==> src/rtl/uart_link.sv <==
// 8N1 UART: transmitter, majority-vote receive filter and receiver, all paced by one
// shared oversampling clock enable on ref_clk.
module uart_link #(
    parameter int OVERSAMPLE = 8,
    parameter int FILTER_LEN = 3
) (
    input  logic       ref_clk,
    input  logic       reset_n,
    input  logic       samp_en,
    input  logic       tx_send,
    input  logic [7:0] tx_data,
    output logic       tx_done,
    output logic       txd,
    input  logic       rxd,
    output logic [7:0] rx_data,
    output logic       rx_ready
);
    localparam int CW = $clog2(OVERSAMPLE);
    localparam logic [CW-1:0] HALF_LAST = CW'(OVERSAMPLE / 2 - 1);
    localparam logic [CW-1:0] FULL_LAST = CW'(OVERSAMPLE - 1);

    typedef enum logic [2:0] {TX_IDLE, TX_START, TX_DATA, TX_STOP, TX_DONE} tx_state_t;
    typedef enum logic [2:0] {RX_IDLE, RX_START, RX_DATA, RX_STOP, RX_WAIT} rx_state_t;

    function automatic logic majority(input logic [FILTER_LEN-1:0] w);
        int ones;
        ones = 0;
        for (int i = 0; i < FILTER_LEN; i++) begin
            ones += int'(w[i]);
        end
        return (ones > (FILTER_LEN / 2));
    endfunction

    logic [CW-1:0] tick_cnt;
    logic          bit_tick;

    always_ff @(posedge ref_clk or negedge reset_n) begin
        if (!reset_n) begin
            tick_cnt <= '0;
        end else if (samp_en) begin
            tick_cnt <= tick_cnt + 1'b1;
        end
    end

    assign bit_tick = samp_en && (tick_cnt == FULL_LAST);

    // Transmitter
    tx_state_t  tx_state, tx_next;
    logic [7:0] tx_shift;
    logic [2:0] tx_bit;

    always_ff @(posedge ref_clk or negedge reset_n) begin
        if (!reset_n) begin
            tx_state <= TX_IDLE;
        end else begin
            tx_state <= tx_next;
        end
    end

    always_comb begin
        tx_next = tx_state;
        case (tx_state)
            TX_IDLE:  if (bit_tick && tx_send) tx_next = TX_START;
            TX_START: if (bit_tick) tx_next = TX_DATA;
            TX_DATA:  if (bit_tick && tx_bit == 3'd7) tx_next = TX_STOP;
            TX_STOP:  if (bit_tick) tx_next = TX_DONE;
            TX_DONE:  if (!tx_send) tx_next = TX_IDLE;
            default:  tx_next = TX_IDLE;
        endcase
    end

    always_comb begin
        txd     = 1'b1;
        tx_done = 1'b0;
        case (tx_state)
            TX_START: txd = 1'b0;
            TX_DATA:  txd = tx_shift[0];
            TX_DONE:  tx_done = 1'b1;
            default:  ;
        endcase
    end

    always_ff @(posedge ref_clk or negedge reset_n) begin
        if (!reset_n) begin
            tx_bit <= '0;
        end else if (tx_state != TX_DATA) begin
            tx_bit <= '0;
        end else if (bit_tick) begin
            tx_bit <= tx_bit + 1'b1;
        end
    end

    // Byte is captured on the same bit tick that launches the start bit.
    always_ff @(posedge ref_clk) begin
        if (tx_state == TX_IDLE && tx_next == TX_START) begin
            tx_shift <= tx_data;
        end else if (tx_state == TX_DATA && bit_tick) begin
            tx_shift <= {1'b0, tx_shift[7:1]};
        end
    end

    // Receive line: two-flop synchronizer stages p0/p1, then the vote window
    logic                  rxd_p0, rxd_p1;
    logic [FILTER_LEN-1:0] window;
    logic                  line, line_prev;

    always_ff @(posedge ref_clk or negedge reset_n) begin
        if (!reset_n) begin
            rxd_p0    <= 1'b1;
            rxd_p1    <= 1'b1;
            window    <= '1;
            line_prev <= 1'b1;
        end else begin
            rxd_p0 <= rxd;
            rxd_p1 <= rxd_p0;
            if (samp_en) begin
                window    <= {window[FILTER_LEN-2:0], rxd_p1};
                line_prev <= line;
            end
        end
    end

    assign line = majority(window);

    // Receiver
    rx_state_t  rx_state, rx_next;
    logic [CW-1:0] rx_cnt;
    logic [2:0] rx_bit;
    logic [7:0] rx_shift;
    logic       rx_half, rx_full, rx_load, rx_clear;

    assign rx_half = (rx_cnt == HALF_LAST);
    assign rx_full = (rx_cnt == FULL_LAST);

    always_ff @(posedge ref_clk or negedge reset_n) begin
        if (!reset_n) begin
            rx_state <= RX_IDLE;
        end else begin
            rx_state <= rx_next;
        end
    end

    always_comb begin
        rx_next = rx_state;
        if (samp_en) begin
            case (rx_state)
                RX_IDLE:  if (line_prev && !line) rx_next = RX_START;
                RX_START: if (rx_half) rx_next = line ? RX_IDLE : RX_DATA;
                RX_DATA:  if (rx_full && rx_bit == 3'd7) rx_next = RX_STOP;
                RX_STOP:  if (rx_full) rx_next = line ? RX_IDLE : RX_WAIT;
                RX_WAIT:  if (line) rx_next = RX_IDLE;
                default:  rx_next = RX_IDLE;
            endcase
        end
    end

    always_comb begin
        rx_clear = samp_en && (rx_state == RX_IDLE) && line_prev && !line;
        rx_load  = samp_en && (rx_state == RX_STOP) && rx_full && line;
    end

    always_ff @(posedge ref_clk or negedge reset_n) begin
        if (!reset_n) begin
            rx_cnt <= '0;
            rx_bit <= '0;
        end else if (samp_en) begin
            if (rx_next != rx_state || rx_full) begin
                rx_cnt <= '0;
            end else begin
                rx_cnt <= rx_cnt + 1'b1;
            end
            if (rx_state != RX_DATA) begin
                rx_bit <= '0;
            end else if (rx_full) begin
                rx_bit <= rx_bit + 1'b1;
            end
        end
    end

    always_ff @(posedge ref_clk) begin
        if (samp_en && rx_state == RX_DATA && rx_full) begin
            rx_shift <= {line, rx_shift[7:1]};
        end
    end

    always_ff @(posedge ref_clk or negedge reset_n) begin
        if (!reset_n) begin
            rx_data  <= '0;
            rx_ready <= 1'b0;
        end else if (rx_load) begin
            rx_data  <= rx_shift;
            rx_ready <= 1'b1;
        end else if (rx_clear) begin
            rx_ready <= 1'b0;
        end
    end
endmodule

==> config.mk <==
export PLATFORM = sky130hd
export DESIGN_NAME = uart_link
export DESIGN_NICKNAME = d
export VERILOG_FILES = /design/src/rtl/uart_link.sv
export SDC_FILE = /design/constraint.sdc
export NUM_CORES = 1
export LEC_CHECK = 0
export ABC_AREA = 1
export CAP_MARGIN = 5
export CORE_ASPECT_RATIO = 1.75
export CORE_UTILIZATION = 35
export CTS_BUF_LIST = sky130_fd_sc_hd__clkbuf_16
export DETAILED_ROUTE_END_ITERATION = 8
export HOLD_SLACK_MARGIN = 0.02
export PLACE_DENSITY = 0.51
export SLEW_MARGIN = 30
export SYNTH_ARGS = -nofsm -noshare
export SYNTH_HDL_FRONTEND = slang
export SYNTH_SLANG_ARGS = --single-unit
==> constraint.sdc <==
create_clock -name ref_clk -period 2.6 [get_ports ref_clk]
set_clock_uncertainty 0.1 [all_clocks]
set_input_delay 0.52 -clock ref_clk [delete_from_list [all_inputs] [get_ports ref_clk]]
set_output_delay 0.52 -clock ref_clk [all_outputs]
set_load 0.02 [all_outputs]
==> results of run 1 <==
[logic make-up after synthesis]
kind of cell | share of synthesized area
flops | 0.599
mux | 0.0770
simple gates | 0.178
buf+inv | 0.0411
compound gates | 0.0445
fa+ha+maj | 0.0570
xor+xnor | 0.00399
[final cells by class]
class	count	share of cell area
clock inverters	3	0.00837
clock buffers	5	0.0465
multi-input cells	130	0.296
repair buffers	27	0.0967
well taps	78	0.0363
inverters	20	0.0279
flip-flops and latches	49	0.488
[Yosys cell counts, drive strengths merged]
master / number
o311ai: 1
a31oi: 1
nand4: 1
a22o: 2
edfxtp: 16
inv: 20
buf: 1
nor3: 5
nand3: 9
dfrtp: 27
o31ai: 1
o21ai: 10
mux2: 15
xor2: 1
dfstp: 6
clkbuf: 2
nand2: 52
nor2: 21
ha: 10
o211ai: 1
[critical path: stages, from the launching register on]
cell                              delay [ps]
sky130_fd_sc_hd__dfrtp_1                 410
sky130_fd_sc_hd__inv_1                   160
sky130_fd_sc_hd__nor3_4                   70
sky130_fd_sc_hd__inv_1                    80
sky130_fd_sc_hd__nor2_1                   40
sky130_fd_sc_hd__a31oi_1                 130
sky130_fd_sc_hd__clkdlybuf4s50_1         620
[power by group through the flow]
| stage | registers, uW | clock network [uW] | logic, uW |
|---|---|---|---|
| after floorplan | 996 | 0 | 349 |
| after global placement | 1000 | 0 | 497 |
| after detailed placement | 1010 | 0 | 501 |
| after CTS | 992 | 662 | 503 |
| after global routing | 1010 | 692 | 588 |
| final | 993 | 637 | 498 |
[stage by stage]
stage	hold WS [ps]	utilization	worst slack, ps	area, um^2	total power, uW
finish	261	0.451	183	2690	2130
global route	273	0.451	39.7	2690	2290
CTS	263	0.450	142	2690	2160
detailed placement	247	0.425	394	2540	1510
global placement	247	0.425	406	2540	1500
floorplan	124	-	849	2190	1350
[state kept, by name, indices dropped and copies added, names as in the netlist]
register   flops
line_prev      1
rx_state       3
tx_state       3
rx_cnt         3
rx_ready       1
tx_shift       8
rx_data        8
rxd_p0         1
tx_bit         3
rxd_p1         1
rx_bit         3
window         3
rx_shift       8
tick_cnt       3
[worst max path at each step]
stage | cells past startpoint | from | end | slack, ps
after CTS | 5 | tx_state[0] | txd | 140
final | 6 | tx_state[1] | txd | 180
after detailed placement | 6 | samp_en | rx_data[4] | 390
after global placement | 5 | samp_en | tx_shift[2] | 410
after global routing | 5 | tx_state[0] | txd | 40
after floorplan | 4 | rx_cnt[0] | rx_shift[0] | 850
[routing by layer]
layer / track usage / part of all wire / up-vias
met2: 0.224 / 0.52 / 19
met5: 0 / 0 / -
met3: 0.0253 / 0.021 / 4
met4: 0.0571 / 0.015 / 0
met1: 0.152 / 0.44 / 649
li1: - / - / 733
==> PnR_summary.wiki, run 1 <==
{| class="wikitable"
! Metric !! Value
|-
| Worst Reg2Reg Path Length in Cells || 6
|-
| Cell total after placement || 304
|-
| Capture instance of the worst register-to-register path || tx_shift[4]
|-
| Worst IR Drop VDD || 317 uV
|-
| Path category of the worst min-delay check || register to register
|-
| Ant diodes || 0
|-
| Share of the synthesized area in the top cell type || 0.308
|-
| Pin slew with the least headroom to its limit || 431 ps
|-
| Most common cell after layout, fill and taps aside || sky130_fd_sc_hd__nand2_1
|-
| Number of standard cells in the layout, taps in and fillers out || 312
|-
| FP Rows || 37
|-
| Portion of total power attributed to sequential cells || 0.467
|-
| Sum of negative setup slack || 0 ps
|-
| Setup repair after global routing missed its margin || false
|-
| Commonest non-fill, non-tap cells in the layout || sky130_fd_sc_hd__nand2_1, sky130_fd_sc_hd__dfrtp_1, sky130_fd_sc_hd__clkdlybuf4s50_1, sky130_fd_sc_hd__inv_1, sky130_fd_sc_hd__nor2_1
|-
| Synth area leaders || sky130_fd_sc_hd__dfrtp_1, sky130_fd_sc_hd__edfxtp_1, sky130_fd_sc_hd__nand2_1, sky130_fd_sc_hd__mux2_2, sky130_fd_sc_hd__dfstp_2
|-
| Hold depth || 0
|-
| Clock tree from TritonCTS || done
|-
| Post-synth design cell area || 2190 um^2
|-
| Endpoints failing setup || 0
|-
| Via count || 1,405
|-
| Switching power total || 661 uW
|-
| Avg Vias per Cell || 4.50
|-
| Startpoint-to-endpoint class of the critical path || register to output port
|-
| Switching fraction of total power || 0.311
|-
| DRT antenna net count || 0
|-
| Area of the die || 6600 um^2
|-
| Final count of hold timing violations || 0
|-
| Maximum number of pins on one net before global-route repair || 34
|-
| Maximum frequency from static timing analysis || 414 MHz
|-
| CTS H-tree lvls || 2
|-
| Sequential Area || 1310 um^2
|-
| Clock transition time at the flip-flop clock pins of the worst setup and hold paths || 70 ps
|-
| Area of the core || 5970 um^2
|-
| Routed wirelength normalized by instance count || 12.0 um
|-
| Startpoint of the worst hold path || rxd_p0
|-
| Final critical-path required period || 2420 ps
|-
| Tcrit/Tclk final || 0.930
|-
| Endpoint of the worst hold-timing path || rxd_p1
|-
| Clock share of power || 0.300
|-
| 1st-iter DRT viols || 26
|-
| Number of distinct library cells after synthesis || 26
|-
| Root buffer selected by CTS || sky130_fd_sc_hd__clkbuf_16
|-
| Max clock buf depth || 2
|-
| Maximum fanout along the worst path || 5
|-
| Residual DRC || 0
|-
| Buffers inserted by post-CTS timing repair || 0
|-
| Die boundary height || 107 um
|-
| Final Net Count || 256
|-
| Final weighted congestion in routability-driven placement || 0.745
|-
| Data arrival time of the critical path || 1800 ps
|-
| Mean instance size in the synthesized netlist || 10.9 um^2
|-
| Status || finished clean
|-
| Register-to-register path setup slack || 770 ps
|-
| Fraction of final layout cells with drive strength greater than 1 || 0.188
|-
| Die W || 61.9 um
|-
| Ratio of total power to cell area || 791 nW/um^2
|-
| GRT Resource Usage Total || 0.131
|-
| Number of synthesized register bits || 49
|-
| # clock sinks || 49
|-
| DP HPWL || 2.68 mm
|-
| Global-route wire length before repair || 6.33 mm
|-
| Data required time at the worst endpoint || 1980 ps
|-
| Leakage power || 0.00123 uW
|-
| Internal power || 1470 uW
|-
| Multi-input logic area || 797 um^2
|-
| Starting density of the core || 0.367
|-
| Final global-route overflow total || 0
|-
| Pins Over Slew Limit || 0
|-
| Number of standard cells after synthesis || 202
|-
| Number of nets produced by synthesis || 225
|-
| Total clock buffers created by CTS || 5
|-
| Signed area change from the synthesized netlist to the final layout || 22.6%
|-
| Proportion of power drawn by combinational gates || 0.234
|-
| Initial antenna violation count || 0
|-
| I/O pin count || 24
|-
| Category of the worst setup path capture point || output port
|-
| Sequential element share of the synthesized area || 0.599
|-
| Count of hold-fix buffers inserted at cts || 0
|-
| Cts repair resizes || 0
|-
| Number of global-route vias before repair || 1,446
|-
| Iteration count of the initial detailed-routing pass || 2
|-
| Reg2Reg Launch Point || tick_cnt[0]
|-
| Fillers || 552
|-
| Type of origin of the critical path || register
|-
| Slew HR || 0.713
|-
| Worst-skew pair later-pin latency || 280 ps
|-
| Yosys warning total || 0
|-
| Port buffer count || 23
|-
| Total Routed Length || 3.76 mm
|-
| Number of max-cap violations || 0
|-
| Area leader, netlist || sky130_fd_sc_hd__dfrtp_1
|}
Power figures use the tool's default switching activity.
==> run 2, diff against run 1 <==
- GPL_ROUTABILITY_DRIVEN: not set -> 1
==> results of run 2 <==
Same layout as run 1: the final DEF is identical, and so are final timing and power.
==> run 3, diff against run 2 <==
- CELL_PAD_IN_SITES_DETAIL_PLACEMENT: not set -> 0
- CELL_PAD_IN_SITES_GLOBAL_PLACEMENT: not set -> 1
- PLACE_DENSITY: 0.51 -> 0.62
==> run 3 against run 2 <==
Clock power up 15%. Combinational power down 1%. Cell count up 0.32%. Die area unchanged. Via count up 1.6%. Utilization up 0.42 points. Power up 4.0%.
==> PnR_summary.wiki, run 3 (synthesized netlist as in run 1, its figures left out) <==
{| class="wikitable"
! Metric !! Value
|-
| Data arrival time of the critical path || 1820 ps (+20 ps)
|-
| Placement-stage cell area || 2540 um^2 (+0.30%)
|-
| I/O pin count || 24 (unchanged)
|-
| Startpoint-to-endpoint class of the critical path || register to output port
|-
| CTS H-tree lvls || 2 (unchanged)
|-
| Type of origin of the critical path || register
|-
| Post-layout instance area || 2720 um^2 (+0.93%)
|-
| Internal power || 1560 uW (+6.5%)
|-
| Hold depth || 0 (unchanged)
|-
| Reg2Reg Launch Point || rx_cnt[0]
|-
| Signed area change from the synthesized netlist to the final layout || 23.8%
|-
| Number of max-cap violations || 0 (unchanged)
|-
| Path category of the worst min-delay check || register to register
|-
| Registers with the most flip-flops || rx_data (8), rx_shift (8), tx_shift (8)
|-
| Cts repair resizes || 0 (unchanged)
|-
| Area of the die || 6600 um^2 (unchanged)
|-
| Port buffer count || 23 (unchanged)
|-
| Via count || 1,428 (+1.6%)
|-
| Total clock buffers created by CTS || 5 (unchanged)
|-
| Data required time at the worst endpoint || 1980 ps (about the same)
|-
| Die W || 61.9 um (unchanged)
|-
| Capture instance of the worst register-to-register path || rx_data[6]
|-
| Sum of negative setup slack || 0 ps (unchanged)
|-
| Category of the worst setup path capture point || output port
|-
| Avg Vias per Cell || 4.56 (+1.3%)
|-
| Register-to-register path setup slack || 710 ps (-60 ps)
|-
| Fraction of final layout cells with drive strength greater than 1 || 0.191 (+0.00346)
|-
| Maximum fanout along the worst path || 5 (unchanged)
|-
| Global-route wire length before repair || 6.71 mm (+6.0%)
|-
| Switching fraction of total power || 0.294 (-0.0165)
|-
| Buffers inserted by post-CTS timing repair || 0 (unchanged)
|-
| FP Rows || 37 (unchanged)
|-
| Final global-route overflow total || 0 (unchanged)
|-
| # clock sinks || 49 (unchanged)
|-
| Iteration count of the initial detailed-routing pass || 4 (+2)
|-
| Ant diodes || 0 (unchanged)
|-
| Max clock buf depth || 2 (unchanged)
|-
| Final weighted congestion in routability-driven placement || 0.811 (+8.9%)
|-
| GRT Resource Usage Total || 0.140 (+0.00959)
|-
| Endpoints failing setup || 0 (unchanged)
|-
| Switching power total || 651 uW (-1.5%)
|-
| Total Routed Length || 3.85 mm (+2.5%)
|-
| Die boundary height || 107 um (unchanged)
|-
| Pin slew with the least headroom to its limit || 434 ps (+3.79 ps)
|-
| Number of global-route vias before repair || 1,490 (+3.0%)
|-
| Maximum frequency from static timing analysis || 411 MHz (-0.79%)
|-
| Worst hold slack || 260 ps (-0.827 ps)
|-
| Pins Over Slew Limit || 0 (unchanged)
|-
| Tcrit/Tclk final || 0.937 (+0.00739)
|-
| DP HPWL || 2.82 mm (+5.4%)
|-
| Routed wirelength normalized by instance count || 12.3 um (+2.2%)
|-
| Clock transition time at the flip-flop clock pins of the worst setup and hold paths || 70 ps (about the same)
|-
| 1st-iter DRT viols || 42 (+62%)
|-
| DRT antenna net count || 0 (unchanged)
|-
| Starting density of the core || 0.367 (unchanged)
|-
| Leakage power || 0.00125 uW (+1.8%)
|-
| Status || finished clean
|-
| Worst Reg2Reg Path Length in Cells || 6 (unchanged)
|-
| Startpoint of the worst hold path || rxd_p0
|-
| Final count of hold timing violations || 0 (unchanged)
|-
| Setup repair after global routing missed its margin || false
|-
| Worst IR Drop VDD || 344 uV (+8.5%)
|-
| Final Net Count || 257 (+0.39%)
|-
| Clock tree from TritonCTS || done
|-
| Endpoint of the worst hold-timing path || rxd_p1
|-
| Most common cell after layout, fill and taps aside || sky130_fd_sc_hd__nand2_1
|-
| Slew HR || 0.710 (-0.00253)
|-
| Clock share of power || 0.330 (+0.030)
|-
| Commonest non-fill, non-tap cells in the layout || sky130_fd_sc_hd__nand2_1, sky130_fd_sc_hd__dfrtp_1, sky130_fd_sc_hd__clkdlybuf4s50_1, sky130_fd_sc_hd__inv_1, sky130_fd_sc_hd__nor2_1
|-
| Proportion of power drawn by combinational gates || 0.222 (-0.012)
|-
| Count of hold-fix buffers inserted at cts || 0 (unchanged)
|-
| Maximum number of pins on one net before global-route repair || 34 (unchanged)
|-
| Ratio of total power to cell area || 815 nW/um^2 (+3.0%)
|-
| Portion of total power attributed to sequential cells || 0.448 (-0.019)
|-
| Root buffer selected by CTS || sky130_fd_sc_hd__clkbuf_16
|-
| Residual DRC || 0 (unchanged)
|-
| Initial antenna violation count || 0 (unchanged)
|-
| Sum of internal, switching and leakage power || 2210 uW (+4.0%)
|-
| Worst-skew pair later-pin latency || 280 ps (about the same)
|-
| Area of the core || 5970 um^2 (unchanged)
|-
| Final critical-path required period || 2440 ps (+19.2 ps)
|}
-- run 3: worst max-delay path, stage by stage, from the launching register on --
cell and delay (ps):
sky130_fd_sc_hd__dfrtp_1 430, sky130_fd_sc_hd__nor3_2 310, sky130_fd_sc_hd__inv_1 100, sky130_fd_sc_hd__nor2_1 100
sky130_fd_sc_hd__a31oi_1 50, sky130_fd_sc_hd__clkdlybuf4s50_1 540
-- run 3: worst max path at each step --
stage	slack (ps)	to	depth (start not counted)	from
floorplan	850	rx_shift[0]	4	rx_cnt[0]
global placement	410	tx_shift[4]	5	samp_en
detailed placement	360	tx_shift[5]	5	samp_en
CTS	140	txd	5	tx_state[0]
global route	6	txd	5	tx_state[2]
finish	160	txd	5	tx_state[0]
-- run 3: cell type report --
class | count | area [um^2]
timing repair buffer | 28 | 268
clock buffer | 5 | 125
clock inverter | 3 | 46.3
fill | 555 | 3260
sequential | 49 | 1310
inverter | 20 | 75.1
tap | 78 | 97.6
multi-input combinational | 130 | 791
-- run 3: power groups by stage --
stage          registers [uW]  logic [uW]  clock network, uW
3_3_place_gp             1000         502                  0
4_1_cts                   991         504                753
5_1_grt                  1010         582                793
6_report                  991         492                731
3_5_place_dp             1010         502                  0
2_1_floorplan             996         349                  0
-- run 3: routing by layer --
metal / GRT usage / vias up / part of all wire / wire, um
met5: 0 / - / 0 / 0
met4: 0.0619 / 0 / 0.021 / 80
met3: 0.0326 / 6 / 0.025 / 98
met2: 0.236 / 19 / 0.53 / 2050
met1: 0.164 / 672 / 0.42 / 1620
li1: - / 731 / - / -
-- run 3: stage by stage --
stage                     worst slack, ps  std cells   util
after global routing                 6.13        313  0.455
after global placement                410        305  0.426
final                                 164        313  0.455
after detailed placement              364        305  0.426
after CTS                             141        313  0.455
after floorplan                       849        202      -
